`src/rtl/risky_bus_arbiter.sv`:
```
// Two-master round-robin arbiter/sequencer for the risky memory bus.
// One strobed access at a time, per-region wait states, registered ack/err/rdata.
module risky_bus_arbiter #(
    parameter int unsigned ROM_WAIT  = 1,
    parameter int unsigned RAM_WAIT  = 0,
    parameter int unsigned MMIO_WAIT = 2
) (
    input  logic        clk,
    input  logic        rst,
    input  logic        m0_req,
    input  logic        m0_we,
    input  logic [31:0] m0_addr,
    input  logic [31:0] m0_wdata,
    output logic [31:0] m0_rdata,
    output logic        m0_ack,
    output logic        m0_err,
    input  logic        m1_req,
    input  logic        m1_we,
    input  logic [31:0] m1_addr,
    input  logic [31:0] m1_wdata,
    output logic [31:0] m1_rdata,
    output logic        m1_ack,
    output logic        m1_err,
    output logic [31:0] mem_addr,
    output logic [31:0] mem_wdata,
    input  logic [31:0] mem_rdata,
    output logic        mem_oe,
    output logic        mem_we,
    output logic        sel_rom,
    output logic        sel_ram,
    output logic        sel_mmio
);
    typedef enum logic [1:0] {IDLE, ACCESS, ACK, ERR} state_t;

    typedef struct packed {
        logic        we;
        logic [31:0] addr;
        logic [31:0] wdata;
    } bus_req_t;

    state_t   state;
    logic     last_gnt;
    logic     gnt_id;
    logic     lat_we;
    logic [3:0] cnt;

    logic     any_req;
    logic     gnt_nxt;
    bus_req_t req;
    logic     mapped;
    logic [2:0] sel_nxt;
    logic [3:0] wait_nxt;

    always_comb begin
        any_req = m0_req | m1_req;
        // Round robin only matters on contention; a lone requester always wins.
        if (m0_req && m1_req) gnt_nxt = ~last_gnt;
        else                  gnt_nxt = m1_req & ~m0_req;
        req = gnt_nxt ? '{we: m1_we, addr: m1_addr, wdata: m1_wdata}
                      : '{we: m0_we, addr: m0_addr, wdata: m0_wdata};
        mapped   = 1'b1;
        sel_nxt  = 3'b000;
        wait_nxt = 4'd0;
        case (req.addr[31:26])
            6'd0:    begin sel_nxt = 3'b001; wait_nxt = 4'(ROM_WAIT);  end
            6'd1:    begin sel_nxt = 3'b010; wait_nxt = 4'(RAM_WAIT);  end
            6'd2:    begin sel_nxt = 3'b100; wait_nxt = 4'(MMIO_WAIT); end
            default: mapped = 1'b0;
        endcase
    end

    always_ff @(posedge clk) begin
        if (rst) begin
            state     <= IDLE;
            last_gnt  <= 1'b1;
            gnt_id    <= 1'b0;
            lat_we    <= 1'b0;
            cnt       <= 4'd0;
            mem_addr  <= '0;
            mem_wdata <= '0;
            mem_oe    <= 1'b0;
            mem_we    <= 1'b0;
            sel_rom   <= 1'b0;
            sel_ram   <= 1'b0;
            sel_mmio  <= 1'b0;
            m0_ack    <= 1'b0;
            m1_ack    <= 1'b0;
            m0_err    <= 1'b0;
            m1_err    <= 1'b0;
            m0_rdata  <= '0;
            m1_rdata  <= '0;
        end else begin
            m0_ack <= 1'b0;
            m1_ack <= 1'b0;
            m0_err <= 1'b0;
            m1_err <= 1'b0;
            mem_we <= 1'b0;
            case (state)
                IDLE: if (any_req) begin
                    gnt_id    <= gnt_nxt;
                    last_gnt  <= gnt_nxt;
                    mem_addr  <= req.addr;
                    mem_wdata <= req.wdata;
                    lat_we    <= req.we;
                    if (mapped) begin
                        state    <= ACCESS;
                        cnt      <= wait_nxt;
                        sel_rom  <= sel_nxt[0];
                        sel_ram  <= sel_nxt[1];
                        sel_mmio <= sel_nxt[2];
                        mem_oe   <= ~req.we;
                        mem_we   <= req.we && (wait_nxt == 4'd0);
                    end else begin
                        state <= ERR;
                        if (gnt_nxt) begin m1_ack <= 1'b1; m1_err <= 1'b1; end
                        else         begin m0_ack <= 1'b1; m0_err <= 1'b1; end
                    end
                end
                ACCESS: if (cnt != 4'd0) begin
                    cnt <= cnt - 4'd1;
                    // Strobe is registered, so raise it on entry to the last cycle.
                    mem_we <= lat_we && (cnt == 4'd1);
                end else begin
                    state    <= ACK;
                    sel_rom  <= 1'b0;
                    sel_ram  <= 1'b0;
                    sel_mmio <= 1'b0;
                    mem_oe   <= 1'b0;
                    if (gnt_id) m1_ack <= 1'b1;
                    else        m0_ack <= 1'b1;
                    if (!lat_we) begin
                        if (gnt_id) m1_rdata <= mem_rdata;
                        else        m0_rdata <= mem_rdata;
                    end
                end
                ACK:     state <= IDLE;
                ERR:     state <= IDLE;
                default: state <= IDLE;
            endcase
        end
    end
endmodule

```
`config.mk`:
```
export PLATFORM = sky130hd
export DESIGN_NAME = risky_bus_arbiter
export DESIGN_NICKNAME = d
export VERILOG_FILES = /design/src/rtl/risky_bus_arbiter.sv
export SDC_FILE = /design/constraint.sdc
export NUM_CORES = 1
export LEC_CHECK = 0
export CAP_MARGIN = 40
export CORE_UTILIZATION = 36
export CTS_CLUSTER_SIZE = 30
export DETAILED_ROUTE_END_ITERATION = 7
export GPL_TIMING_DRIVEN = 0
export PLACE_DENSITY_LB_ADDON = 0.25
export SLEW_MARGIN = 20
export SYNTH_ARGS = -nofsm -noshare
export SYNTH_HDL_FRONTEND = slang
export SYNTH_SLANG_ARGS = --single-unit
```
`constraint.sdc`:
```
create_clock -name clk -period 1.73 [get_ports clk]
set_input_delay 0.2595 -clock clk [delete_from_list [all_inputs] [get_ports clk]]
set_output_delay 0.2595 -clock clk [all_outputs]
set_load 0.03 [all_outputs]
```
Word level (Yosys, flattened, before mapping)
Cells that the tools add are included.

operators by class
  add/subtract/negate cells = 1
  multiply operators = 0
  divide/modulo/power cells = 0
  order comparisons = 0
  eq/ne operators = 10
  shift operators = 0
  multiplexer cells = 42
  bitwise operators = 9
  reduce and logical (&&, ||, !) cells = 17

operators by type and width
  kind                                                                number
  65-bit two-way mux                                                  1
  1-bit two-way mux                                                   24
  4-bit AND reduction                                                 4
  1-bit case mux with 2 select lines                                  7
  4-bit two-way mux                                                   3
  3-bit case mux with 3 select lines                                  1
  2-bit inequality test, second input constant                        4
  4-bit case mux with 2 select lines                                  1
  1-bit inverter                                                      7
  6-bit by 1-bit == test with 1-bit output, second input constant     1
  6-bit by 2-bit == test with 1-bit output, second input constant     1
  6-bit zero test                                                     1
  2-bit two-way mux                                                   3
  2-bit case mux with 3 select lines                                  1
  2-bit == test, second input constant                                2
  4-bit by 1-bit == test with 1-bit output, second input constant     1
  4-bit zero test                                                     1
  2-bit case mux with 2 select lines                                  1
  2-bit AND reduction                                                 2
  4-bit nonzero test                                                  1
  2-bit OR reduction                                                  2
  4-bit by 1-bit subtractor with 4-bit output, second input constant  1
  1-bit logical AND                                                   3
  3-bit OR reduction                                                  1
  other kinds (5)                                                     5

storage, ports and cells
  register bits after elaboration = 146
  bits in latches = 0
  RAM bits = 0
  ROM bits = 0
  input port bits = 166
  logic and storage cells = 97
  memories kept = 0

Logic depth before layout (Yosys ltp)
  word-level depth = 11
  gate-level depth with buffers = 8
  mapped depth without buffers = 6

Worst setup path before layout
OpenSTA, ideal clock, no wires.

  kind = flip-flop to flip-flop
  start = register cnt[0]
  end = register cnt[0]
  setup time = 0.115 ns
  arrival time = 1.550 ns
  slack = 0.065 ns
  cell stages (with the launch flop) = 7
  buffers on the path = 0
  period minus slack after synthesis = 1.665 ns
  cells stage by stage = dfxtp_1 > inv_1 > ha_1 > a21oi_1 > o221ai_2 > a211o_1 > and3_1

on the way
  word-level cells in the longest chain between the ends = 3
  elaborated cells on any way between the ends = 6

RTL lines
  element                                                                            line      text
  start: declaration                                                                 45        logic [3:0] cnt;
  start signal: assignment                                                           107       cnt <= wait_nxt;
  start signal: assignment                                                           120       cnt <= cnt - 4'd1;
  4-bit by 1-bit subtractor with 4-bit output or 4-bit nonzero test (tied branches)  120, 119
  4-bit two-way mux or 2-bit inequality test (tied branches)                         n/a
  4-bit case mux with 2 select lines or 4-bit AND reduction (tied branches)          n/a

Parallel ways exist; a longest one is shown, timed or not. The select of a mux whose other input is x is not followed.
A chain may end at the register's enable or synchronous reset.

Worst setup path after layout
  start = register mem_addr[5]
  end = output port mem_addr[5]

RTL lines
  element                   line  text
  start: declaration        24    output logic [31:0] mem_addr,
  start signal: assignment  102   mem_addr <= req.addr;

No word-level cell between the ends.

==> summary.md <==
| Metric | Value |
|---|---|
| Status | `finished clean` |
| Share of the synthesized area in the top cell type | `49.7%` |
| Area after DPL | `0.00917 sq mm` |
| Worst VDD drop | `about 690 uV` |
| Switching share of power | `33.5%` |
| Critical Path Stages | `1` |
| Flop-to-flop setup slack | `about 60 ps` |
| WHS Path Cells | `3` |
| Synthesized instance count | `approximately 750` |
| Crit path time final | `roughly 1700 ps` |
| WHS Endpoint | `mem_addr[29]` |
| Post-DP HPWL | `approximately 16000 microns` |
| Gpl congestion | `roughly 0.85` |
| Sequential-to-total area share from yosys stat | `about 50%` |
| Post-synth net total | `a little over 900` |
| Critical Path AT | `about 1400 ps` |
| Top FF cell, synth | `dfxtp_1` |
| Synth unique cells | `47` |
| Hold Startpoint | `m1_addr[29]` |
| Buffers added on ports | `around 300` |
| Grt total ovfl | `0` |
| Vias post-DR | `6424` |
| Total iterations of the first detailed-routing run | `4` |
| Final core occ | `between 60% and 70%` |
| Number of global-route vias before repair | `6130` |
| CP max stage delay | `roughly 700 ps` |
| Max Clock Freq | `588 MHz` |
| Worst slew pin tran | `663 ps` |
| Pleak | `roughly 4.6 nW` |
| WL final | `20900 microns` |
| Fin Setup TNS | `0 ps` |
| CP required | `around 1500 ps` |
| H-tree levels | `4` |
| FF-to-FF End | `cnt[0]` |
| Final Instance Area | `a little over 0.01 sq mm` |
| Wire per inst | `16.0 microns` |
| Reg2reg start | `state[1]` |
| Area growth syn-to-layout | `71.7%` |
| Yosys reg bits | `approximately 150` |
| I/O Pins | `between 300 and 400` |
| Fin Clk Skew | `around 6.7 ps` |
| Hold slack final | `just under 200 ps` |
| Top post-synthesis cells by area | `dfxtp_1 50%, nand2_1 17%, a311oi_1 9.5%` |
| Final setup viols | `0` |
| Crit path cell chain | `clkdlybuf4s50_1` |
| Routed vias/inst | `4.92` |
| Worst Setup End Kind | `output pin` |
| DRC | `0` |
| Clock Sinks | `roughly 150` |
| Combinational share of power | `just under 30%` |
| Int Pwr | `about 7 mW` |
| DRT antenna net count | `0` |
| CTS tree | `built` |
| Final Max Slew Viols | `0` |
| Core area | `0.0159 sq mm` |
| FFs w/ async S/R, synth | `0%` |
| Synthesized area | `0.00588 sq mm` |
| Worst hold path class | `in2reg` |
| Reg2reg path depth | `6` |
| Iteration-0 DRC Markers | `~280` |
| CTS root buf | `clkbuf_16` |
| Clock share of power | `around a third` |
| Final Hold Viols | `0` |
| Cell Count, Final, Fillers Out | `approximately 1300` |
| Layout cells sized above 1 | `roughly 10%` |
| Largest net degree at the start of global routing | `17` |
| Crit Path Category | `reg2out` |
| Post-place setup slack | `-745 ps` |
| CP delay by family, top | `buffers and inverters` |
| Number of fill cells | `1450` |
| CP max FO | `2` |
| Dpl cells | `roughly 1300` |
| Crit path buffers/inverters | `1` |
| Sequential Power Share | `36.8%` |
| Die area | `around 0.017 sq mm` |
| Deepest clock path buffer count | `2` |
| CP Launch Type | `flop` |
| Ys Warns | `0` |
| Total power | `between 10 and 15 mW` |
| Sw Pwr | `roughly 3.6 mW` |
| PwrDens | `between 1000 and 1500 mW/mm^2` |
| CP max-delay cell | `clkdlybuf4s50_1` |
| EDFF count, synth | `0` |
| Max-cap violation count | `0` |
| Yosys top cell by area | `dfxtp_1` |
| Hold_buf cts | `0` |
| Clk Latency, worst-skew pair | `between 400 and 500 ps` |
| Site row count | `46` |
| Average cell area after synthesis | `7.86 sq um` |
| Starting Density | `36.9%` |
| Chip Height | `130 microns` |
| GR Util All Layers | `24.5%` |
| Global-route wire length before repair | `~31000 microns` |
| Final worst path period share | `about 98%` |
| Post-route setup slack | `between 20 and 30 ps` |
| Die Span X | `between 100 and 150 microns` |
| Nets | `1246` |
| CTS buffer count | `17` |
| Clk pin slew, worst setup/hold paths | `60 ps` |
| Slew headroom | `55.8%` |
| Initial antenna violation count | `0` |
-- synthesized netlist by cell type (2+ instances only) --
| master | count |
|---|---|
| a211oi_1 | 4 |
| a21oi_1 | 75 |
| a311oi_1 | 64 |
| and3_1 | 2 |
| buf_1 | 3 |
| buf_2 | 27 |
| clkbuf_1 | 29 |
| dfxtp_1 | 146 |
| ha_1 | 3 |
| inv_1 | 2 |
| nand2_1 | 267 |
| nand3_1 | 4 |
| nor2_1 | 75 |
| nor2b_1 | 2 |
| nor3_1 | 9 |
| nor4_1 | 3 |
| o22a_1 | 2 |
| or3_1 | 2 |
-- placed cells by master (no fill, tap or decap), drive strengths merged, types with 5 or more instances in the layout --
cell type and instances:
inv 9, nand2 267, nand3 5, nor3 10, buf 43, nor2 76
dfxtp 146, a21oi 76, clkbuf 43, a311oi 64, dlymetal6s2s 49, clkdlybuf4s50 219
dlygate4sd2 33, a211oi 5
-- worst max-delay path by stage --
| stage | from | endpoint | slack (ps) |
|---|---|---|---|
| final | mem_addr[5] | mem_addr[5] | 30 |
| after global routing | state[1] | cnt[0] | -10 |
| after CTS | m1_rdata[19] | m1_rdata[19] | 0.09 |
| after detailed placement | m1_req | mem_wdata[5] | -750 |
| after global placement | m1_addr[28] | cnt[0] | -760 |
| after floorplan | cnt[0] | cnt[0] | 60 |
-- power groups by stage --
stage	clock network [mW]	registers [mW]	logic [mW]
2_1_floorplan	0	4.62	1.02
6_report	3.59	3.92	3.14
5_1_grt	3.76	3.96	3.38
4_1_cts	3.64	3.92	3.10
3_3_place_gp	0	3.98	3.04
3_5_place_dp	0	3.99	3.06
-- layout make-up --
class / instances / area [sq um] / share of cell area (%)
repair buffers: 312 / 3180 / 31.5
flip-flops and latches: 146 / 2920 / 29.0
multi-input cells: 540 / 2800 / 27.7
clock buffers: 17 / 425 / 4.21
plain buffers: 58 / 347 / 3.43
well taps: 216 / 270 / 2.68
clock inverters: 15 / 150 / 1.49
inverters: 2 / 7.51 / 0.0743
diodes: 1 / 2.50 / 0.0248
-- timing repair --
item	CTS	global route
buffers inserted	3	8
gates resized for setup	76	80
pin swaps	6	5
setup endpoints to repair	164	153
hold endpoints to repair	0	0
-- state kept, by name, indices dropped and copies added, names as in the netlist, 2 cells and up --
signal	count
cnt	4
m0_rdata	32
m1_rdata	32
mem_addr	32
mem_wdata	32
state	2
-- per-layer routing --
| metal | routed length (microns) | vias to the layer above | GRT usage (%) |
|---|---|---|---|
| met2 | 10900 | 245 | 44.4 |
| met3 | 1820 | 22 | 9.02 |
| li1 | - | 3223 | - |
| met1 | 7860 | 2934 | 25.6 |
| met5 | 0 | - | 0 |
| met4 | 401 | 0 | 9.58 |
-- logic make-up after synthesis --
family          Yosys count  synth area share [%]
flops                   146                  49.7
compound gates          158                  18.9
simple gates            377                  25.8
fa+ha+maj                 3                 0.638
buf+inv                  62                  4.59
mux                       2                 0.362
Note: power is estimated with default switching activity, not from simulation.
